<file path="src/rtl/tt7_pkg.sv">
// Shared constants and FSM state type for the tt7 truth-table sweeper.
package tt7_pkg;

  localparam int NUM_IN = 7;
  localparam int TT_W   = 128;
  localparam int CNT_W  = 8;
  localparam int WCNT_W = 4;

  typedef enum logic [1:0] {
    IDLE,
    WAIT,
    SAMPLE,
    DONE
  } state_t;

endpackage

</file>
<file path="src/rtl/tt7_pattern_gen.sv">
// Pattern index and settle-wait counter for the tt7 sweeper.
// idx drives the network directly, so x is a clean register output.
import tt7_pkg::*;

module tt7_pattern_gen #(
  parameter int SETTLE_CYCLES = 0
) (
  input  logic              clk,
  input  logic              rst,
  input  logic              clear,
  input  logic              count,
  input  logic              in_sample,
  output logic [NUM_IN-1:0] idx,
  output logic              wait_done,
  output logic              last
);

  logic [WCNT_W-1:0] wcnt;

  // WAIT covers SETTLE_CYCLES cycles; the sampling cycle itself is the SAMPLE state.
  assign wait_done = (int'(wcnt) + 1) >= SETTLE_CYCLES;
  assign last      = in_sample && (idx == NUM_IN'(TT_W - 1));

  always_ff @(posedge clk or posedge rst) begin
    if (rst) begin
      idx  <= '0;
      wcnt <= '0;
    end else if (clear) begin
      idx  <= '0;
      wcnt <= '0;
    end else if (in_sample) begin
      wcnt <= '0;
      if (!last) begin
        idx <= idx + 1'b1;
      end
    end else if (count && !wait_done) begin
      wcnt <= wcnt + 1'b1;
    end
  end

endmodule

</file>
<file path="src/rtl/tt7_sweeper.sv">
// Truth-table sweeper for 7-input networks: drives all 128 patterns, samples f_in,
// hands the 128-bit table off on valid/ready. Optional stats via `TT7_STATS_EN.
import tt7_pkg::*;

module tt7_sweeper #(
  parameter int SETTLE_CYCLES = 0
) (
  input  logic              clk,
  input  logic              rst,
  input  logic              start,
  output logic              busy,
  output logic [NUM_IN-1:0] x,
  input  logic              f_in,
  output logic              tt_valid,
  input  logic              tt_ready,
  output logic [TT_W-1:0]   tt_data
`ifdef TT7_STATS_EN
  ,
  output logic [CNT_W-1:0]  ones_cnt,
  output logic              balanced
`endif
);

  // With no settle time each pattern is a single SAMPLE cycle, so WAIT is skipped.
  localparam state_t PATTERN_ENTRY = (SETTLE_CYCLES == 0) ? SAMPLE : WAIT;

  state_t            state;
  logic [NUM_IN-1:0] idx;
  logic              wait_done;
  logic              last;
  logic              accept;
  logic              handoff;
  logic              in_sample;

  assign accept    = (state == IDLE) && start;
  assign handoff   = (state == DONE) && tt_ready;
  assign in_sample = (state == SAMPLE);
  assign x         = idx;

  tt7_pattern_gen #(
    .SETTLE_CYCLES(SETTLE_CYCLES)
  ) u_pattern_gen (
    .clk      (clk),
    .rst      (rst),
    .clear    (accept || handoff),
    .count    (state == WAIT),
    .in_sample(in_sample),
    .idx      (idx),
    .wait_done(wait_done),
    .last     (last)
  );

  always_ff @(posedge clk or posedge rst) begin
    if (rst) begin
      state    <= IDLE;
      busy     <= 1'b0;
      tt_valid <= 1'b0;
      tt_data  <= '0;
    end else begin
      case (state)
        IDLE: begin
          if (start) begin
            state <= PATTERN_ENTRY;
            busy  <= 1'b1;
          end
        end
        WAIT: begin
          if (wait_done) begin
            state <= SAMPLE;
          end
        end
        SAMPLE: begin
          tt_data[idx] <= f_in;
          if (last) begin
            state    <= DONE;
            tt_valid <= 1'b1;
          end else begin
            state <= PATTERN_ENTRY;
          end
        end
        DONE: begin
          if (tt_ready) begin
            state    <= IDLE;
            tt_valid <= 1'b0;
            busy     <= 1'b0;
          end
        end
        default: begin
          state <= IDLE;
        end
      endcase
    end
  end

`ifdef TT7_STATS_EN
  logic [CNT_W-1:0] ones_next;

  assign ones_next = ones_cnt + CNT_W'(f_in);

  // Counted alongside each sample so the totals land in the same edge as tt_valid.
  always_ff @(posedge clk or posedge rst) begin
    if (rst) begin
      ones_cnt <= '0;
      balanced <= 1'b0;
    end else if (accept) begin
      ones_cnt <= '0;
      balanced <= 1'b0;
    end else if (in_sample) begin
      ones_cnt <= ones_next;
      balanced <= (ones_next == CNT_W'(TT_W / 2));
    end
  end
`endif

endmodule

</file>
<file path="config.mk">
export PLATFORM = sky130hd
export DESIGN_NAME = tt7_sweeper
export DESIGN_NICKNAME = d
export VERILOG_FILES = /design/src/rtl/tt7_pkg.sv /design/src/rtl/tt7_pattern_gen.sv /design/src/rtl/tt7_sweeper.sv
export SDC_FILE = /design/constraint.sdc
export NUM_CORES = 1
export LEC_CHECK = 0
export CAP_MARGIN = 0
export CORE_MARGIN = 2
export CORE_UTILIZATION = 51
export DETAILED_ROUTE_END_ITERATION = 10
export HOLD_SLACK_MARGIN = 0.12
export PLACE_DENSITY = 0.8
export SLEW_MARGIN = 30
export SYNTH_ARGS = -nofsm -noshare
export SYNTH_HDL_FRONTEND = slang
export SYNTH_SLANG_ARGS = --single-unit
</file>
<file path="constraint.sdc">
create_clock -name clk -period 6.54 [get_ports clk]
set_input_delay 1.308 -clock clk [delete_from_list [all_inputs] [get_ports clk]]
set_output_delay 1.308 -clock clk [all_outputs]
set_load 0.01 [all_outputs]
</file>
==> metrics <==
status=complete, no violations; final number of max-transition violations=0; slew of the pin with the lowest slew margin=roughly 0.91 ns; number of max-capacitance violations reported=0; fraction of registers with async set/reset=100%; Worst path slowest cell=dfrtp_1; crit path time final=3.36 ns; area grow syn2layout=29.3%; Synth Register Bits=139; HPWL after DPL=between 9000 and 10000 µm; clk_skew=between 0.01 and 0.015 ns; Slew HR=39.3%; CP max FO=26; R2R Path Start=u_pattern_gen.idx[2]; critical path's top delay family=flip-flops; routability cong.=0.790; Synth warnings=0; Reg2Reg Depth=5; Avg Cell Area, Syn=12.2 µm²; DRC=0; Switching Share=36.4%; slowest cell delay on critical path=0.91 ns; combinational group share of total power=between 40% and 50%; clk_lat worst skew=0.42 ns; Hold Crit Endpoint=tt_data[93]; Clock transition at path regs=roughly 0.05 ns; GR Overflow Total=0; clock tree buffer depth=2; Seq/Total Area, Yosys=53.0%; Crit path arrival time=2.06 ns; post-CTS setup buffers=0; switching power total=1.70 mW; fin crit share=51.4%; R2R Setup Slk=4.27 ns; Starting DRT DRC Count=336; Multi-input gate area=between 2000 and 3000 µm²; ANT cells=0; vias per cell=roughly 5.7; Reg area=approximately 3500 µm²; Initial DRT Pass Iterations=5; Hold Buf Count CTS=0; all-layer global routing usage=22.7%; PostCTS Resize Cnt=0; fill cell count=934; Max VDD drop=approximately 0.31 mV; via count=4732; sequential power share=about a third; total internal power=2.97 mW; Sink Count=between 100 and 150; Die Footprint=13800 µm²; fin nets=645; Worst Path Buf+Inv=1; R2R Path End=tt_data[38]; Starting Density=52.2%; unique cell type count in the Yosys netlist=45; I/O Pins=142; Die H=117 µm; startpoint types=flop; ANT nets after route=0; drt wl/cell=18.8 µm; PD cells=approximately 550 nW/µm²; WP data required=around 5.2 ns; CTS tree=done; Hold Crit Class=reg2reg; CP Class=reg2out; # rows=41; crit end category=output pin; Clk pwr share=18.8%; root buffer cell=clkbuf_16; drt total wl=15500 µm; number of flops mapped to enable cells by yosys=0; Worst Hold Depth=1; H-tree lvl count=4; RSZ-0062 raised after global routing=false; layout cells sized above 1=27.0%; die width=117 µm; vias in the first global route=4684; Mapped Cells=538; CP cell instances=clkdlybuf4s50_1; Fmax achieved=297 MHz; final core occ=67.5%; Worst Hold Margin=0.503 ns; largest net degree at the start of global routing=79; Port Buf Inserts=141; Lkg Pwr=between 3 and 4 nW; Synthesized Nets=544; setup tns final=0 ns; global-route wire length before repair=24900 µm; Fin. Hold Viols=0; # setup viols final=0; total clock buffers created by CTS=17; ys flop type=dfrtp_1; Cell Area, Synth=6570 µm²; initial antenna violation count=0; worst min-delay path startpoint=tt_data[93]; Core Area=12600 µm²
## area by class of cell
class                           count  share of cell area (%)
Timing Repair Buffer              149                    17.5
Tap cell                          172                    2.54
Clock buffer                       23                    5.51
Inverter                            4                   0.236
Multi-Input combinational cell    328                    32.4
Clock inverter                      8                   0.825
Sequential cell                   139                    41.0
## routing by layer
metal  vias to the layer above  track usage, %  wire length, µm  share of wire [%]
met3                        15            6.78              954                6.2
met2                       132            37.2             7910                 51
met1                      2422            29.1             6450                 42
li1                       2163               -                -                  -
met5                         -               0                0                  0
met4                         0            7.30              184                1.2
## Yosys cell counts, types with 3 or more instances
cell | count | area share (%)
and4bb_2 | 5 | 0.95
mux2_1 | 7 | 1.2
nand4_1 | 25 | 2.4
clkbuf_1 | 29 | 1.7
nor4b_4 | 4 | 1.4
buf_6 | 5 | 0.86
dfrtp_1 | 139 | 53
and4_1 | 3 | 0.40
o21ai_0 | 4 | 0.30
and4b_1 | 4 | 0.61
nor2b_1 | 3 | 0.29
nand3b_1 | 3 | 0.34
nand4b_1 | 4 | 0.53
nand3_1 | 98 | 7.5
nand2_1 | 8 | 0.46
buf_2 | 29 | 2.2
mux2_2 | 121 | 21
nor3_1 | 11 | 0.84
inv_1 | 4 | 0.23
## cells in the final DEF (no fill, tap or decap), types with 3 or more instances in the layout
master           count
o21ai_0              4
nand3_1             98
nand4_1             25
mux2_1               7
and4bb_2             5
nand2_1              8
clkdlybuf4s50_1    140
nor4b_4              4
nand3b_1             3
dfrtp_1            138
inv_1                3
mux2_2             121
buf_4                8
nand4b_1             4
and4b_1              4
clkbuf_16           17
clkinv_2             5
nor3_1              11
clkbuf_1             4
and4_1               3
## power groups by stage
stage	logic (mW)	registers (mW)	clock network (mW)
2_1_floorplan	0.998	1.71	0
3_3_place_gp	2.10	1.62	0
3_5_place_dp	2.15	1.65	0
4_1_cts	2.17	1.64	0.887
5_1_grt	2.29	1.70	0.926
6_report	2.15	1.64	0.879
## state kept, by name, summed over array words and instances (netlist names)
name	flops
tt_valid	1
tt_data	128
state	2
busy	1
u_pattern_gen.idx	7
## worst max path at each step
stage / slack, ns / to / from / cells past startpoint
after floorplan: 1.51 / busy / rst / 1
after global placement: 3.45 / tt_data[64] / rst / 3
after detailed placement: 3.39 / tt_data[67] / rst / 3
after CTS: 3.11 / x[3] / u_pattern_gen.idx[3] / 1
after global routing: 3.06 / x[6] / u_pattern_gen.idx[6] / 1
final: 3.18 / x[6] / u_pattern_gen.idx[6] / 1
## kinds of logic (layout without fill, tap and decap cells)
logic type                 after synthesis  after routing  synth area share [%]
adders and majority gates                1              1                 0.191
DFF                                    139            139                  53.0
and+or+nand+nor                        181            181                  17.5
muxes                                  129            129                  22.1
AOI/OAI and AO/OA                       17             17                  1.79
buffers and inverters                   71            184                  5.41
## per-stage QoR
step / worst slack [ns] / cell area, µm² / instances / total power [mW]
floorplan: 1.51 / 6570 / 538 / 2.71
global placement: 3.45 / 7930 / 791 / 3.73
detailed placement: 3.39 / 7950 / 792 / 3.80
CTS: 3.11 / 8490 / 823 / 4.70
global route: 3.06 / 8490 / 823 / 4.92
finish: 3.18 / 8490 / 823 / 4.68
(Power assumes the default switching activity.)
